===== config.mk =====
export PLATFORM = sky130hd
export DESIGN_NAME = sim_video_sink
export DESIGN_NICKNAME = d
export VERILOG_FILES = /design/src/rtl/sim_video_sink.sv
export SDC_FILE = /design/constraint.sdc
export NUM_CORES = 1
export LEC_CHECK = 0
export CORE_ASPECT_RATIO = 1.25
export CORE_MARGIN = 3
export CORE_UTILIZATION = 40
export DETAILED_ROUTE_END_ITERATION = 16
export GPL_TIMING_DRIVEN = 0
export PLACE_DENSITY = 0.66
export SLEW_MARGIN = 15
export SYNTH_ARGS = -nofsm -noshare
export SYNTH_HDL_FRONTEND = slang
export SYNTH_SLANG_ARGS = --single-unit

===== constraint.sdc =====
create_clock -name clk -period 3.9 [get_ports clk]
set_clock_uncertainty 0.1 [all_clocks]
set_input_delay 0.39 -clock clk [delete_from_list [all_inputs] [get_ports clk]]
set_output_delay 0.39 -clock clk [all_outputs]
set_load 0.02 [all_outputs]

===== src/rtl/sim_video_sink.sv =====
// rtl/sim_video_sink.sv - video stream sink that checks a {row,col} test pattern frame; optional SINK_TIMEOUT_EN stall timeout
module sim_video_sink #(
    parameter int          WIDTH      = 16,
    parameter int          HEIGHT     = 10,
    parameter logic [7:0]  READY_MASK = 8'hFF,
    parameter int          TIMEOUT    = 64
) (
    input  logic        clk,
    input  logic        rstn,
    input  logic        start,
    input  logic [7:0]  vtdata,
    input  logic        vtvalid,
    input  logic        vtlast,
    output logic        vtready,
    output logic        busy,
    output logic        done,
    output logic        frame_ok,
    output logic [15:0] data_err,
    output logic [15:0] last_err,
    output logic        timeout
);

    typedef enum logic [1:0] {
        S_IDLE = 2'd0,
        S_RECV = 2'd1,
        S_DONE = 2'd2
    } state_t;

    localparam logic [9:0] EX_LAST = 10'(WIDTH - 1);
    localparam logic [9:0] EY_LAST = 10'(HEIGHT - 1);

    state_t      state_q,    state_d;
    logic [7:0]  mask_q,     mask_d;
    logic        vtready_q,  vtready_d;
    logic        busy_q,     busy_d;
    logic        done_q,     done_d;
    logic        frame_ok_q, frame_ok_d;
    logic [15:0] data_err_q, data_err_d;
    logic [15:0] last_err_q, last_err_d;
    logic [9:0]  ex_q,       ex_d;
    logic [9:0]  ey_q,       ey_d;
`ifdef SINK_TIMEOUT_EN
    logic        timeout_q,  timeout_d;
    logic [15:0] stall_q,    stall_d;
`endif

    logic       accept;
    logic       exp_last;
    logic [7:0] exp_data;
    logic       end_frame;

    // Error counters stick at all-ones instead of wrapping back to a clean-looking value.
    function automatic logic [15:0] sat_inc(input logic [15:0] v);
        return (v == 16'hFFFF) ? v : v + 16'd1;
    endfunction

    // Next-state logic: handshake acceptance, pattern checking, position tracking and frame end.
    always_comb begin
        state_d    = state_q;
        mask_d     = mask_q;
        vtready_d  = vtready_q;
        busy_d     = busy_q;
        done_d     = 1'b0;
        frame_ok_d = frame_ok_q;
        data_err_d = data_err_q;
        last_err_d = last_err_q;
        ex_d       = ex_q;
        ey_d       = ey_q;
`ifdef SINK_TIMEOUT_EN
        timeout_d  = timeout_q;
        stall_d    = stall_q;
`endif
        end_frame  = 1'b0;
        accept     = (state_q == S_RECV) && vtvalid && vtready_q;
        exp_last   = (ey_q == EY_LAST) && (ex_q == EX_LAST);
        exp_data   = {ey_q[3:0], ex_q[3:0]};

        case (state_q)
            S_IDLE: begin
                vtready_d = 1'b0;
                busy_d    = 1'b0;
                if (start) begin
                    data_err_d = 16'd0;
                    last_err_d = 16'd0;
                    ex_d       = 10'd0;
                    ey_d       = 10'd0;
                    mask_d     = READY_MASK;
                    vtready_d  = READY_MASK[0];
                    busy_d     = 1'b1;
                    state_d    = S_RECV;
`ifdef SINK_TIMEOUT_EN
                    timeout_d  = 1'b0;
                    stall_d    = 16'd0;
`endif
                end
            end
            S_RECV: begin
                // vtready always mirrors bit 0 of the rotating mask.
                mask_d    = {mask_q[0], mask_q[7:1]};
                vtready_d = mask_d[0];
                if (accept) begin
                    if (vtdata != exp_data) begin
                        data_err_d = sat_inc(data_err_q);
                    end
                    if (vtlast != exp_last) begin
                        last_err_d = sat_inc(last_err_q);
                    end
                    if (ex_q == EX_LAST) begin
                        ex_d = 10'd0;
                        ey_d = ey_q + 10'd1;
                    end else begin
                        ex_d = ex_q + 10'd1;
                    end
                    // The frame ends on the expected last position, whatever vtlast said.
                    if (exp_last) begin
                        end_frame = 1'b1;
                    end
                end
`ifdef SINK_TIMEOUT_EN
                stall_d = accept ? 16'd0 : stall_q + 16'd1;
                if (!accept && (stall_d == 16'(TIMEOUT))) begin
                    timeout_d = 1'b1;
                    end_frame = 1'b1;
                end
`endif
                if (end_frame) begin
                    state_d   = S_DONE;
                    vtready_d = 1'b0;
                    busy_d    = 1'b0;
                    done_d    = 1'b1;
`ifdef SINK_TIMEOUT_EN
                    frame_ok_d = (data_err_d == 16'd0) && (last_err_d == 16'd0) && !timeout_d;
`else
                    frame_ok_d = (data_err_d == 16'd0) && (last_err_d == 16'd0);
`endif
                end
            end
            S_DONE: begin
                vtready_d = 1'b0;
                busy_d    = 1'b0;
                state_d   = S_IDLE;
            end
            default: begin
                vtready_d = 1'b0;
                busy_d    = 1'b0;
                state_d   = S_IDLE;
            end
        endcase
    end

    // State and output registers; reset abandons any frame in flight.
    always_ff @(posedge clk or negedge rstn) begin
        if (!rstn) begin
            state_q    <= S_IDLE;
            mask_q     <= READY_MASK;
            vtready_q  <= 1'b0;
            busy_q     <= 1'b0;
            done_q     <= 1'b0;
            frame_ok_q <= 1'b0;
            data_err_q <= 16'd0;
            last_err_q <= 16'd0;
            ex_q       <= 10'd0;
            ey_q       <= 10'd0;
`ifdef SINK_TIMEOUT_EN
            timeout_q  <= 1'b0;
            stall_q    <= 16'd0;
`endif
        end else begin
            state_q    <= state_d;
            mask_q     <= mask_d;
            vtready_q  <= vtready_d;
            busy_q     <= busy_d;
            done_q     <= done_d;
            frame_ok_q <= frame_ok_d;
            data_err_q <= data_err_d;
            last_err_q <= last_err_d;
            ex_q       <= ex_d;
            ey_q       <= ey_d;
`ifdef SINK_TIMEOUT_EN
            timeout_q  <= timeout_d;
            stall_q    <= stall_d;
`endif
        end
    end

    assign vtready  = vtready_q;
    assign busy     = busy_q;
    assign done     = done_q;
    assign frame_ok = frame_ok_q;
    assign data_err = data_err_q;
    assign last_err = last_err_q;
`ifdef SINK_TIMEOUT_EN
    assign timeout  = timeout_q;
`else
    assign timeout  = 1'b0;
`endif

endmodule


==> results of run 1 <==
[kinds of logic (layout without fill, tap and decap cells)]
group / after synthesis / count (layout) / share of synthesized area
other: 1 / 1 / 0.000948
multiplexers: 14 / 14 / 0.0357
buffers and inverters: 33 / 99 / 0.0351
flip-flops: 66 / 66 / 0.420
adder cells (fa/ha/maj): 5 / 5 / 0.0158
AND/OR/NAND/NOR: 199 / 199 / 0.266
AO/OA/AOI/OAI: 111 / 111 / 0.174
XOR/XNOR: 24 / 24 / 0.0531
[where the power goes]
group / total [mW] / switching, mW / leakage (nW) / internal [mW]
Combinational: 0.641 / 0.352 / 0.965 / 0.289
Sequential: 0.965 / 0.163 / 0.856 / 0.802
Clock: 0.790 / 0.310 / 0.141 / 0.480
Total: 2.40 / 0.825 / 1.96 / 1.57
[critical path: stages (launching register included)]
cell and delay (ns):
dfrtp_1 0.48, ha_1 0.19, clkbuf_1 0.30, nand4_1 0.16
or4_1 0.49, and3_1 0.23, mux2i_1 0.46, buf_2 0.31
nor2_1 0.10, nor4_1 0.18, o221ai_1 0.21, o31ai_1 0.24
[per-stage QoR]
step	utilization	cell area, um2	total power, mW
2_1_floorplan	-	3960	1.34
3_3_place_gp	0.490	4590	1.59
3_5_place_dp	0.492	4610	1.61
4_1_cts	0.524	4910	2.41
5_1_grt	0.524	4910	2.53
6_report	0.524	4910	2.40
[synth_stat cells, drive strengths merged (3+ instances only)]
master,instances,area share
ha,5,0.016
a21oi,23,0.029
o21ai,38,0.048
nor3,11,0.015
dfstp,8,0.053
a211oi,4,0.0076
nand3,26,0.033
xnor2,4,0.0089
o31ai,4,0.0076
nand4,12,0.019
o21a,5,0.0095
a22o,3,0.0066
or2,4,0.0063
and4,3,0.0066
nor3b,6,0.011
nor4,9,0.022
nor2,48,0.046
and2,3,0.0047
or3,6,0.0095
nor2b,3,0.0047
inv,7,0.0066
or4,5,0.011
nand2,43,0.041
clkbuf,21,0.020
o211ai,7,0.013
and3,8,0.013
a31oi,14,0.022
nand2b,6,0.0095
mux2i,13,0.033
buf,5,0.0082
xor2,20,0.044
dfrtp,58,0.37
[how the worst max path moves through the flow]
| stage | cells past startpoint | to | startpoint | slack, ns |
|---|---|---|---|---|
| 2_1_floorplan | 9 | frame_ok$_DFFE_PN0P_ | ey_q[2]$_DFFE_PN0P_ | 0.75 |
| 3_3_place_gp | 1 | data_err[3]$_DFFE_PN0P_ | rstn | 0.05 |
| 3_5_place_dp | 7 | frame_ok$_DFFE_PN0P_ | ey_q[2]$_DFFE_PN0P_ | 0.41 |
| 4_1_cts | 11 | frame_ok$_DFFE_PN0P_ | last_err[0]$_DFFE_PN0P_ | 0.38 |
| 5_1_grt | 9 | frame_ok$_DFFE_PN0P_ | state_q[1]$_DFFE_PN0P_ | 0.02 |
| 6_report | 11 | frame_ok$_DFFE_PN0P_ | last_err[0]$_DFFE_PN0P_ | 0.35 |
[layer usage]
metal,up-vias,wire (um),GRT usage
li1,1770,-,-
met1,1812,4940,0.273
met2,110,5200,0.325
met3,18,557,0.0390
met4,0,260,0.0972
met5,-,0,0
[area by class of cell]
| class | instances | area, um2 | area share |
|---|---|---|---|
| repair buffers | 50 | 508 | 0.103 |
| clock buffers | 12 | 267 | 0.0543 |
| inverters | 7 | 26.3 | 0.00535 |
| clock inverters | 4 | 25.0 | 0.00510 |
| multi-input cells | 354 | 2160 | 0.439 |
| plain buffers | 26 | 113 | 0.0229 |
| well taps | 123 | 154 | 0.0313 |
| flip-flops and latches | 66 | 1660 | 0.338 |
[flip-flops by register name, summed over array words and instances (netlist names)]
signal / count
busy: 1
data_err: 16
done: 1
ex_q: 10
ey_q: 10
frame_ok: 1
last_err: 16
mask_q: 8
state_q: 2
vtready: 1
[what timing repair did]
action	CTS	global route
resized for setup	0	0
hold endpoints to repair	20	0
hold buffers	1	0
==> impl_metrics.json, run 1 <==
{
  "grt.total_usage": 0.206,
  "ys_seq_elements": 66,
  "placed_cells": 625,
  "drv_slew": 0,
  "critPathKind": "register to register",
  "ant_nets": 0,
  "fin_setup_tns_ns": 0,
  "r2r-end": "frame_ok$_DFFE_PN0P_",
  "required_ns": 4.04,
  "hold_viol_final": 0,
  "drv_cap": 0,
  "fill_cells": 910,
  "startpoint_type": "register",
  "ctsRootBufferMaster": "clkbuf_16",
  "cp-end-kind": "register",
  "grt-ovfl-total": 0,
  "grt_max_degree": 43,
  "place_congestion": 0.947,
  "grt_pass1_vias": 3534,
  "p_per_area_mw_per_mm2": 488,
  "rsz0062_at_grt": "no",
  "insertion_delay_ns": 0.34,
  "synthesis.area_mm2": 0.00396,
  "final_nets": 532,
  "num_antenna_cells": 0,
  "synth_edf_count": 0,
  "hp-start": "mask_q[6]$_DFFE_PN1P_",
  "routed_wl_um": 11000,
  "cts_sinks": 66,
  "layout_setup_ws_ns": 0.350,
  "die_w_um": 95.0,
  "drt_first_pass_iters": 5,
  "drc": 0,
  "ys_seq_area_frac": 0.420,
  "avgRoutedWirePerCell_um": 17.1,
  "numPortBuffers": 48,
  "floorplan.initialDensity": 0.422,
  "holdWs_ns": 0.381,
  "slew_headroom": 0.346,
  "stdcell_count": 642,
  "syn_area_per_cell_um2": 8.74,
  "drt-vias-per-instance": 5.78,
  "layout_commonest_cell": "dfrtp_1",
  "outcome": "finished, final reports clean",
  "worstHoldEndpoint": "mask_q[5]$_DFFE_PN1P_",
  "antenna_found_initial": 0,
  "cts_buffers": 9,
  "hold_class": "register to register",
  "ys_warn_count": 0,
  "timing.final.crit_share": 0.910,
  "ioPinCount": 50,
  "post_cts_buffers": 0,
  "tightest_slew_ns": 0.973,
  "final.min_clock_period_ns": 3.55,
  "grt_pass1_wl_um": 17400,
  "setup_violations": 0,
  "p_leak_nw": 1.96,
  "first_iter_violations": 226,
  "die_h_um": 117,
  "layout_common_cells": "58 x dfrtp_1, 48 x nor2_1, 47 x clkdlybuf4s50_1, 43 x nand2_1, 36 x o21ai_0",
  "peakVddDrop_v": 0.000295,
  "synth_flop_cell": "dfrtp_1",
  "syn_nets": 471,
  "crit_fanout": 10,
  "place_hpwl_um": 7840,
  "max_freq_ghz": 0.282,
  "layout-drive-gt1-share": 0.0809,
  "cts_tree": "built",
  "num_rows": 39,
  "yosysUniqueCellTypes": 57,
  "h-tree-depth": 3,
  "synthCells": 453,
  "vias": 3710,
  "r2r_start": "last_err[0]$_DFFE_PN0P_",
  "place_ws_ns": 0.410,
  "arrival_ns": 3.69,
  "die_area_mm2": 0.0111,
  "r2r_cells": 11,
  "hold_depth": 2,
  "area_growth_pct": 24.1,
  "cts.clk_slew.worst_paths_ns": 0.06,
  "rrSetupSlack_ns": 0.35,
  "ctsLongestPathBuffers": 2,
  "core_mm2": 0.00937,
  "postSynth.asyncResetShare": 1.00
}
No activity file was read; power rests on OpenSTA's default activity.
==> inputs of run 2 (changes only) <==
--- a/config.mk
+++ b/config.mk
@@ -5,12 +5,11 @@
 export SDC_FILE = /design/constraint.sdc
 export NUM_CORES = 1
 export LEC_CHECK = 0
-export CORE_ASPECT_RATIO = 1.25
 export CORE_MARGIN = 3
 export CORE_UTILIZATION = 40
 export DETAILED_ROUTE_END_ITERATION = 16
 export GPL_TIMING_DRIVEN = 0
-export PLACE_DENSITY = 0.66
+export PLACE_DENSITY = 0.68
 export SLEW_MARGIN = 15
 export SYNTH_ARGS = -nofsm -noshare
 export SYNTH_HDL_FRONTEND = slang
==> run 2 against run 1 <==
Net effect: final area shrank 1.2%; sequential cell count is the same; clock power shrank 18%.
==> impl_metrics.json, run 2 (synthesis results as in run 1) <==
{
  "outcome": "finished, final reports clean",
  "ctsLongestPathBuffers": 2,
  "grt-ovfl-total": 0,
  "drt-vias-per-instance": 5.67,
  "tightest_slew_ns": 1.07,
  "numPortBuffers": 48,
  "grt_pass1_wl_um": 17300,
  "num_rows": 35,
  "die_w_um": 105,
  "core_mm2": 0.00942,
  "cts_tree": "built",
  "first_iter_violations": 273,
  "crit_path_end": "frame_ok$_DFFE_PN0P_",
  "final_nets": 532,
  "crit_path_start": "last_err[0]$_DFFE_PN0P_",
  "hold_viol_final": 0,
  "vias": 3675,
  "critPathKind": "register to register",
  "peakVddDrop_v": 0.000244,
  "routed_wl_um": 10500,
  "drv_cap": 0,
  "floorplan.initialDensity": 0.420,
  "ctsRootBufferMaster": "clkbuf_8",
  "fill_cells": 881,
  "h-tree-depth": 3,
  "p_per_area_mw_per_mm2": 465,
  "rsz0062_at_grt": "no",
  "required_ns": 4.06,
  "startpoint_type": "register",
  "antenna_found_initial": 0,
  "die_area_mm2": 0.0111,
  "drc": 0,
  "p_total_mw": 2.25,
  "ant_nets": 0,
  "r2r_cells": 11,
  "cts_buffers": 9,
  "final.min_clock_period_ns": 3.54,
  "fin_setup_tns_ns": 0,
  "r2r-end": "frame_ok$_DFFE_PN0P_",
  "grt_max_degree": 56,
  "r2r_start": "last_err[0]$_DFFE_PN0P_",
  "cts_sinks": 66,
  "layout-drive-gt1-share": 0.0790,
  "layout_common_cells": "58 x dfrtp_1, 48 x nor2_1, 47 x clkdlybuf4s50_1, 43 x nand2_1, 36 x o21ai_0",
  "area_growth_pct": 22.6,
  "setup_violations": 0,
  "cts.clk_slew.worst_paths_ns": 0.07,
  "p_leak_nw": 1.93,
  "hold_class": "primary input to async pin",
  "rrSetupSlack_ns": 0.36,
  "avgRoutedWirePerCell_um": 16.2,
  "post_cts_buffers": 0,
  "arrival_ns": 3.69,
  "place_congestion": 0.880,
  "layout_commonest_cell": "dfrtp_1",
  "max_freq_ghz": 0.283,
  "slew_headroom": 0.283,
  "grt_pass1_vias": 3419,
  "drt_first_pass_iters": 5,
  "crit_fanout": 10,
  "place_hpwl_um": 7540,
  "num_antenna_cells": 0,
  "insertion_delay_ns": 0.35,
  "drv_slew": 0,
  "grt.total_usage": 0.195,
  "die_h_um": 105,
  "ioPinCount": 50,
  "cp-end-kind": "register",
  "timing.final.crit_share": 0.907
}
-- run 2: critical path, stage by stage (launching register included) --
cell and delay [ns]:
dfrtp_1 0.51, ha_1 0.20, clkbuf_1 0.31, nand4_1 0.14, or4_1 0.47, nor3b_1 0.18, mux2i_1 0.45, buf_2 0.30
nor2_1 0.09, nor4_1 0.21, o221ai_1 0.21, o31ai_1 0.24
-- run 2: how the worst min path moves through the flow --
stage / end / start / cells after the start / slack [ns]
floorplan: busy$_DFFE_PN0N_ / rstn / 0 / -0.006
global placement: mask_q[5]$_DFFE_PN1P_ / mask_q[6]$_DFFE_PN1P_ / 2 / 0.36
detailed placement: data_err[11]$_DFFE_PN0P_ / rstn / 1 / 0.15
CTS: data_err[4]$_DFFE_PN0P_ / rstn / 2 / 0.31
global route: data_err[4]$_DFFE_PN0P_ / rstn / 2 / 0.31
finish: data_err[4]$_DFFE_PN0P_ / rstn / 2 / 0.32
-- run 2: power by group --
group	internal, mW	switching (mW)	total (mW)
clock	0.375	0.268	0.644
sequential	0.800	0.164	0.964
combinational	0.291	0.356	0.647
total	1.47	0.788	2.25
-- run 2: area by class of cell --
class	count	area, um2	area share
multi-input cells	354	2160	0.444
flip-flops and latches	66	1660	0.342
repair buffers	50	515	0.106
well taps	129	161	0.0333
clock buffers	11	141	0.0291
plain buffers	26	113	0.0232
clock inverters	5	77.6	0.0160
inverters	7	26.3	0.00541
-- run 2: repair_timing --
action,in CTS,in global routing
resized for setup,0,0
hold buffers,1,0
setup endpoints to repair,0,0
endpoints found under the hold margin,11,0
-- run 2: through the flow --
stage / setup slack [ns] / hold slack (ns) / utilization / instances / instance area (um2)
detailed placement: 0.331 / 0.153 / 0.491 / 631 / 4620
global placement: 0.106 / 0.363 / 0.489 / 630 / 4600
global route: 0.0700 / 0.311 / 0.515 / 648 / 4850
CTS: 0.387 / 0.310 / 0.515 / 648 / 4850
floorplan: 0.747 / -0.00559 / - / 453 / 3960
finish: 0.362 / 0.320 / 0.515 / 648 / 4850
-- run 2: per-layer routing --
layer | part of all wire | track usage | up-vias
li1 | - | - | 1780
met1 | 0.46 | 0.268 | 1745
met2 | 0.46 | 0.295 | 134
met3 | 0.057 | 0.0576 | 16
met4 | 0.018 | 0.0609 | 0
met5 | 0 | 0 | -
